File: config.mk
export PLATFORM = sky130hd
export DESIGN_NAME = uart_tx_arbiter
export DESIGN_NICKNAME = d
export VERILOG_FILES = /design/src/rtl/uart_tx_arbiter.sv
export SDC_FILE = /design/constraint.sdc
export NUM_CORES = 1
export LEC_CHECK = 0
export CORE_AREA = 2 2 67 69
export DETAILED_ROUTE_END_ITERATION = 8
export DIE_AREA = 0 0 69 71
export HOLD_SLACK_MARGIN = 0.12
export PLACE_DENSITY_LB_ADDON = 0.08
export SYNTH_ARGS = -nofsm -noshare
export SYNTH_HDL_FRONTEND = slang
export SYNTH_SLANG_ARGS = --single-unit
File: constraint.sdc
create_clock -name i_clk -period 3.2 [get_ports i_clk]
set_clock_uncertainty 0.2 [all_clocks]
set_input_delay 0.64 -clock i_clk [delete_from_list [all_inputs] [get_ports i_clk]]
set_output_delay 0.64 -clock i_clk [all_outputs]
set_load 0.01 [all_outputs]
File: src/rtl/uart_tx_arbiter.sv
// Round-robin arbiter that shares one UART TX line among NUM_REQ byte sources.
// Sends one start / DATA_W data (LSB first) / STOP_BITS stop frame per grant, paced by a 16x baud tick.
module uart_tx_arbiter #(
   parameter int NUM_REQ   = 4,
   parameter int DATA_W    = 8,
   parameter int STOP_BITS = 1
) (
   input  logic                        i_clk,
   input  logic                        i_rst_n,
   input  logic                        i_baud_tick_16x,
   input  logic [NUM_REQ-1:0]          i_req,
   input  logic [NUM_REQ*DATA_W-1:0]   i_data,
   output logic [NUM_REQ-1:0]          o_ack,
   output logic [$clog2(NUM_REQ)-1:0]  o_grant_id,
   output logic                        o_busy,
   output logic                        o_tx
);

   localparam int ID_W = $clog2(NUM_REQ);
   localparam int BC_W = $clog2(DATA_W + 1);

   typedef enum logic [1:0] {IDLE, START, DATA, STOP} state_t;

   state_t              state_q, state_d;
   logic [3:0]          tick_q, tick_d;
   logic [BC_W-1:0]     bit_q, bit_d;
   logic [DATA_W-1:0]   shift_q, shift_d;
   logic [ID_W-1:0]     last_q, last_d;
   logic [NUM_REQ-1:0]  ack_d;
   logic [ID_W-1:0]     grant_d;
   logic                busy_d, tx_d;

   logic                found;
   logic [ID_W-1:0]     win;
   logic                bit_end;

   // First asserted requester after the last winner, wrapping around.
   always_comb begin
      found = 1'b0;
      win   = '0;
      for (int i = 0; i < NUM_REQ; i++) begin
         int idx;
         idx = int'(last_q) + 1 + i;
         if (idx >= NUM_REQ) idx = idx - NUM_REQ;
         if (!found && i_req[ID_W'(idx)]) begin
            found = 1'b1;
            win   = ID_W'(idx);
         end
      end
   end

   assign bit_end = i_baud_tick_16x && (tick_q == 4'd15);

   always_comb begin
      // NOTE: every variable gets its hold value first so no path leaves one unassigned (no latches).
      state_d = state_q;
      tick_d  = tick_q;
      bit_d   = bit_q;
      shift_d = shift_q;
      last_d  = last_q;
      ack_d   = '0;
      grant_d = o_grant_id;
      busy_d  = o_busy;
      tx_d    = o_tx;

      if (state_q != IDLE && i_baud_tick_16x) tick_d = tick_q + 4'd1;

      unique case (state_q)
         IDLE: begin
            if (found) begin
               state_d    = START;
               shift_d    = i_data[int'(win)*DATA_W +: DATA_W];
               ack_d[win] = 1'b1;
               grant_d    = win;
               last_d     = win;
               busy_d     = 1'b1;
               tx_d       = 1'b0;
               tick_d     = '0;
               bit_d      = '0;
            end
         end
         START: begin
            if (bit_end) begin
               state_d = DATA;
               tx_d    = shift_q[0];
               shift_d = shift_q >> 1;
               bit_d   = '0;
            end
         end
         DATA: begin
            if (bit_end) begin
               if (bit_q == BC_W'(DATA_W - 1)) begin
                  state_d = STOP;
                  tx_d    = 1'b1;
                  bit_d   = '0;
               end else begin
                  tx_d    = shift_q[0];
                  shift_d = shift_q >> 1;
                  bit_d   = bit_q + BC_W'(1);
               end
            end
         end
         STOP: begin
            if (bit_end) begin
               if (bit_q == BC_W'(STOP_BITS - 1)) begin
                  state_d = IDLE;
                  busy_d  = 1'b0;
               end else begin
                  bit_d = bit_q + BC_W'(1);
               end
            end
         end
         default: state_d = IDLE;
      endcase
   end

   always_ff @(posedge i_clk or negedge i_rst_n) begin
      if (!i_rst_n) begin
         state_q    <= IDLE;
         tick_q     <= '0;
         bit_q      <= '0;
         shift_q    <= '0;
         last_q     <= ID_W'(NUM_REQ - 1);
         o_ack      <= '0;
         o_grant_id <= '0;
         o_busy     <= 1'b0;
         o_tx       <= 1'b1;
      end else begin
         // NOTE: non-blocking so every register samples the pre-edge values computed above.
         state_q    <= state_d;
         tick_q     <= tick_d;
         bit_q      <= bit_d;
         shift_q    <= shift_d;
         last_q     <= last_d;
         o_ack      <= ack_d;
         o_grant_id <= grant_d;
         o_busy     <= busy_d;
         o_tx       <= tx_d;
      end
   end

endmodule

==> impl_metrics.ini, run 1 <==
[status]
status = finished, final reports clean

[die]
dieArea_sq_um = 4899
rows = 24
die_y_um = 71
ios = 47
core-area_sq_um = 4204
fp.dieW_um = 69
initial_utilization_pct = 42.98

[finish]
final_common_cell = clkdlybuf4s50_1
fillerInstances = 371
layout.nets = 281
layout_common_cells = clkdlybuf4s50_1 (46), dfrtp_1 (25), mux2_2 (16)
fin_cells = 286
stdcell_area_sq_um = 2384
drive_above_1_share_pct = 15.81
area_delta_synth_final_pct = 31.93
insertedDiodeCount = 0

[timing]
clock.fmax_ghz = 0.4007
finalMaxSlewViolations = 0
fin_crit_ns = 2.496
max_slew.worst_pin.slew_ns = 0.5682
rsz0062_at_grt = false
final.setup.tns_ns = 0
min_period_over_period_pct = 77.99
finalHoldViolCount = 0
setup-violations-final = 0
relSlewSlack_pct = 62.05

[placed_design]
hpwl_um = 3184
port_buffers = 46
gp_congestion = 0.7756
placed_cell_area_sq_um = 2328
place_inst = 282

[power]
powerDensity_nw_per_um2 = 814.3
internal-power_mw = 1.157
report.power.total_mw = 1.941
p_comb_share_pct = 56.6
p_sw_share_pct = 40.40
ir_worst_vdd_mv = 0.3973
p_clk_share_pct = 11.7
switchingPower_mw = 0.7842
p_leak_nw = 0.9849
pwr-share-seq_pct = 31.7

[grt]
grt_pass1_wl_um = 7127
grt_overflow = 0
grt_max_degree = 29
grt_pass1_vias = 1601
antenna_found_initial = 0
track_usage_pct = 17.68

[clock_network]
cts_resized = 0
clk_path_buf_depth = 2
cts_setup_buffers = 0
clock_latency_ns = 0.28
cts.root.buffer_cell = clkbuf_8
hold_buffers = 0
cts.clk_slew.worst_paths_ns = 0.10
cts_buffers = 3
htree_levels = 1
clkSinkCount = 28
cts_tree = yes

[synth]
synthArstFlopShare_pct = 100.0
ys_seq_elements = 28
synth_area_sq_um = 1807
synth.area.top_cells = dfrtp_1 (35%), mux2_2 (10%), ha_1 (4.8%)
syn-num-nets = 231
synth_top_area_share_pct = 34.63
synth_top_area_cell = dfrtp_1
ys.flop_type = dfrtp_1
synthDistinctLibCells = 40
synth-edff-count = 0
seq_area_frac_synth_pct = 38.99
yosys_warnings = 0
synth.avg_cell_area_sq_um = 9.766
synthCells = 185

[worst_setup_path]
r2r_cells = 7
r2r_end = state_q[1]$_DFFE_PN0P_
reg2reg_slack_ns = 0.91
rr_startpoint = state_q[0]$_DFFE_PN0P_
path_class = input pin to flip-flop
cp_cell_sequence = clkdlybuf4s50_1 > nand3b_2 > a31oi_4 > mux2_2 > a22oi_1 > a31oi_1
cp_max_fo = 15
crit_slowest_cell = clkdlybuf4s50_1
arrival_ns = 2.45
cp-endpoint = shift_q[0]$_DFFE_PN0P_
end_kind = flip-flop
cpPeakStageDelay_ns = 0.56
start_kind = input pin
setup.worst_path.start = i_req[3]
critPathRequiredTime_ns = 3.15

[route]
ant_nets = 0
first_pass_iters = 4
via_per_inst = 5.360
route.detailed.drc = 0
wl_per_cell_um = 14.58
drt_iter0_markers = 40
vias = 1533
routed_wl_um = 4169

[job]
maxCapViolations = 0

[min_path]
min_path_type = flip-flop to flip-flop
[through the flow]
stage	setup slack (ns)	util (%)	hold WS [ns]
after CTS	0.7193	56.70	0.2923
after global placement	0.4370	55.39	0.2621
after detailed placement	0.4040	55.39	0.2664
after global routing	0.5986	56.70	0.3490
after floorplan	1.033	-	0.1444
final	0.7044	56.70	0.2870
[registers in the layout, indices dropped and copies added, names as in the netlist]
name        cells
bit_q           4
last_q          2
o_ack           4
o_busy          1
o_grant_id      2
o_tx            1
shift_q         8
state_q         2
tick_q          4
[cells by family after synthesis]
family | share of synthesized area (%)
AND/OR/NAND/NOR | 18.91
AO/OA/AOI/OAI | 18.21
flip-flops | 38.99
multiplexers | 13.92
buffers and inverters | 4.155
adder cells (fa/ha/maj) | 4.847
XOR/XNOR | 0.9697
[worst min path at each step]
stage,cells past startpoint,endpoint,slack [ns],from
floorplan,0,bit_q[0]$_DFFE_PN0P_,0.14,i_rst_n
global placement,2,o_grant_id[1]$_DFFE_PN0P_,0.26,o_grant_id[1]$_DFFE_PN0P_
detailed placement,2,o_grant_id[1]$_DFFE_PN0P_,0.27,o_grant_id[1]$_DFFE_PN0P_
CTS,2,o_grant_id[1]$_DFFE_PN0P_,0.29,o_grant_id[1]$_DFFE_PN0P_
global route,2,o_grant_id[1]$_DFFE_PN0P_,0.35,o_grant_id[1]$_DFFE_PN0P_
finish,2,o_grant_id[1]$_DFFE_PN0P_,0.29,o_grant_id[1]$_DFFE_PN0P_
[synthesized netlist by cell type, types with 2 or more instances]
master	number
a21o_1	3
a21oi_1	10
a22oi_1	7
a31oi_1	7
and2_1	2
buf_2	3
clkbuf_1	2
dfrtp_1	25
dfstp_2	3
ha_1	7
inv_1	7
mux2_2	16
mux2i_1	6
nand2_1	14
nand2b_1	7
nand3_1	4
nand3b_1	9
nand4_1	2
nor2_1	13
nor2b_1	6
o21ai_0	10
o21ai_2	2
o31ai_1	2
xor2_1	2
[worst max-delay path: cells and delay by family]
family / cells / cell delay [ns]
muxes: 1 / 0.40
AOI/OAI and AO/OA: 3 / 0.73
buffers and inverters: 1 / 0.56
and+or+nand+nor: 1 / 0.12
[routing by layer]
layer | up-vias | part of all wire [%] | global-route usage [%]
met5 | - | 0 | 0
met4 | 0 | 1.8 | 6.972
met1 | 736 | 46 | 22.19
li1 | 763 | - | -
met2 | 28 | 50 | 30.98
met3 | 6 | 2.8 | 2.279
[layout make-up]
cell class	count	area, sq um	area share (%)
inverter	7	26.28	1.102
sequential	28	704.4	29.55
clock buffer	4	55.05	2.310
timing repair buffer	52	505.5	21.21
multi-input combinational	143	1027	43.10
tap	52	65.06	2.730
[power by group through the flow]
stage	Combinational [mW]	Clock (mW)	Sequential [mW]
global route	1.23	0.245	0.639
finish	1.10	0.227	0.615
CTS	1.11	0.234	0.617
global placement	1.07	0	0.614
detailed placement	1.11	0	0.623
floorplan	0.815	0	0.611
No activity file was read; power rests on OpenSTA's default activity.
==> run 2: changes to the inputs <==
--- a/config.mk
+++ b/config.mk
@@ -5,9 +5,9 @@
 export SDC_FILE = /design/constraint.sdc
 export NUM_CORES = 1
 export LEC_CHECK = 0
-export CORE_AREA = 2 2 67 69
+export CORE_AREA = 2 2 68 70
 export DETAILED_ROUTE_END_ITERATION = 8
-export DIE_AREA = 0 0 69 71
+export DIE_AREA = 0 0 70 72
 export HOLD_SLACK_MARGIN = 0.12
 export PLACE_DENSITY_LB_ADDON = 0.08
 export SYNTH_ARGS = -nofsm -noshare
==> constraint.sdc (replaced) <==
create_clock -name i_clk -period 2.28 [get_ports i_clk]
set_clock_uncertainty 0.2 [all_clocks]
set_input_delay 0.456 -clock i_clk [delete_from_list [all_inputs] [get_ports i_clk]]
set_output_delay 0.456 -clock i_clk [all_outputs]
set_load 0.01 [all_outputs]
==> run 2 against run 1 <==
  * Sequential power is 40% higher
  * First-iteration DRC count is 100% higher
  * Register-to-register slack worse by 0.81 ns
  * Final area is 4.2% higher
  * Clock-buffer cell count stayed put
  * Via count is 3.2% higher
  * Flip-flop and latch count stayed put
  * Critical path type is now flip-flop to flip-flop
==> impl_metrics.ini, run 2 (synthesis results as in run 1) <==
[placed_design]
port_buffers = 46
placed_cell_area_sq_um = 2431
gp_congestion = 0.7943
pre_cts_slack_ns = -0.1759
hpwl_um = 3126

[min_path]
min_path_type = flip-flop to flip-flop

[power]
report.power.total_mw = 2.824
p_clk_share_pct = 9.8
internal-power_mw = 1.710
p_sw_share_pct = 39.47
pwr-share-seq_pct = 30.5
ir_worst_vdd_mv = 0.6396
p_comb_share_pct = 59.7
powerDensity_nw_per_um2 = 1137
switchingPower_mw = 1.115
p_leak_nw = 1.044

[worst_setup_path]
path_delay_family = compound AO/OA/AOI/OAI gates
cp_cell_sequence = inv_1 > ha_1 > or2_1 > a21oi_2 > a21oi_1 > a211o_1 > mux2_1
critPathBufInv = 1
path_class = flip-flop to flip-flop
cpPeakStageDelay_ns = 0.41
end_kind = flip-flop
cp_max_fo = 4
start_kind = flip-flop
arrival_ns = 2.14
crit_slowest_cell = dfrtp_1
critPathRequiredTime_ns = 2.24

[finish]
final-seq-area_sq_um = 704.4
layout.nets = 293
area_delta_synth_final_pct = 37.47
insertedDiodeCount = 0
drive_above_1_share_pct = 19.51
final_common_cell = clkdlybuf4s50_1
stdcell_area_sq_um = 2484
largest_reg_flops = 8
layout_common_cells = clkdlybuf4s50_1 (46), dfrtp_1 (25), buf_4 (17)
largest-register = shift_q
fillerInstances = 381
multiInputGateArea_sq_um = 1035

[clock_network]
clkSinkCount = 28
clk_path_buf_depth = 2
htree_levels = 1
cts.root.buffer_cell = clkbuf_8
cts_tree = yes
cts_buffers = 3
cts_setup_buffers = 0
clock_latency_ns = 0.27
cts.clk_slew.worst_paths_ns = 0.10

[die]
die_y_um = 72
ios = 47
rows = 24
core-area_sq_um = 4264
fp.dieW_um = 70
initial_utilization_pct = 42.37
dieArea_sq_um = 5040

[route]
ant_nets = 0
vias = 1582
wl_per_cell_um = 13.40
routed_wl_um = 3992
drt_iter0_markers = 81
route.detailed.drc = 0
first_pass_iters = 4
via_per_inst = 5.309

[grt]
grt_busiest_layer = met2
grt_pass1_vias = 1566
use_met3_pct = 2.222
antenna_found_initial = 0
grt_pass1_wl_um = 6837
met1_usage_pct = 21.41
grt_max_degree = 29
track_usage_pct = 16.42
grt_overflow = 0
gr-usage-met2_pct = 27.62

[job]
maxCapViolations = 0

[timing]
fin_crit_ns = 2.177
finalMaxSlewViolations = 0
finalHoldViolCount = 0
setup-violations-final = 0
max_slew.worst_pin.slew_ns = 0.4198
layout_setup_ws_ns = 0.1026
clock.fmax_ghz = 0.4593
relSlewSlack_pct = 71.95
rsz0062_at_grt = false
whs_ns = 0.2966
final.setup.tns_ns = 0
min_period_over_period_pct = 95.50

[status]
status = finished, final reports clean
-- run 2: changes by cell type in the layout (fill, tap and decap cells not counted), sizes merged --
cell / delta
buf: +12
-- run 2: worst reg2reg max path, delay by kind of cell (launching register included) --
family | cells | cell delay, ns
buffers and inverters | 1 | 0.08
DFF | 1 | 0.41
muxes | 1 | 0.32
and+or+nand+nor | 1 | 0.27
adders and majority gates | 1 | 0.22
AOI/OAI and AO/OA | 3 | 0.58
-- run 2: per-stage QoR --
stage               instances  util, %
global route              298    58.25
detailed placement        294    57.01
CTS                       298    58.07
finish                    298    58.25
floorplan                 185        -
global placement          294    57.01
-- run 2: path summary, 6_finish.rpt --
kind | start | end | slack (ns) | cells past startpoint
max in group asynchronous | i_rst_n | o_tx$_DFFE_PN1P_ | 1.21 | 2
worst max register to register | state_q[1]$_DFFE_PN0P_ | state_q[1]$_DFFE_PN0P_ | 0.10 | 7
min in group asynchronous | i_rst_n | tick_q[2]$_DFF_PN0_ | 0.36 | 2
worst min register to register | o_grant_id[1]$_DFFE_PN0P_ | o_grant_id[1]$_DFFE_PN0P_ | 0.30 | 2
worst min-delay path | o_grant_id[1]$_DFFE_PN0P_ | o_grant_id[1]$_DFFE_PN0P_ | 0.30 | 2
worst max-delay path | state_q[1]$_DFFE_PN0P_ | state_q[1]$_DFFE_PN0P_ | 0.10 | 7
-- run 2: layout make-up --
cell class / instances / area share, %
clock buffer: 4 / 1.814
inverter: 7 / 1.058
multi-input combinational: 143 / 41.66
sequential: 28 / 28.36
tap: 52 / 2.620
timing repair buffer: 64 / 24.48
-- run 2: power by group through the flow --
| stage | Sequential (mW) | Clock, mW | Combinational (mW) |
|---|---|---|---|
| after global routing | 0.887 | 0.310 | 1.87 |
| final | 0.861 | 0.278 | 1.68 |
| after global placement | 0.859 | 0 | 1.62 |
| after detailed placement | 0.869 | 0 | 1.67 |
| after CTS | 0.861 | 0.288 | 1.68 |
| after floorplan | 0.857 | 0 | 1.14 |
-- run 2: timing repair --
| item | 4_1_cts | 5_1_grt |
|---|---|---|
| endpoints found under the setup margin | 0 | 8 |
| endpoints found under the hold margin | 0 | 0 |
| hold buffers | 0 | 0 |
| resized for setup | 0 | 1 |
-- run 2: metal layers --
metal	vias to the layer above	wire (um)
met2	26	1950
met1	760	1882
met3	4	119
met5	-	0
met4	0	40
li1	792	-
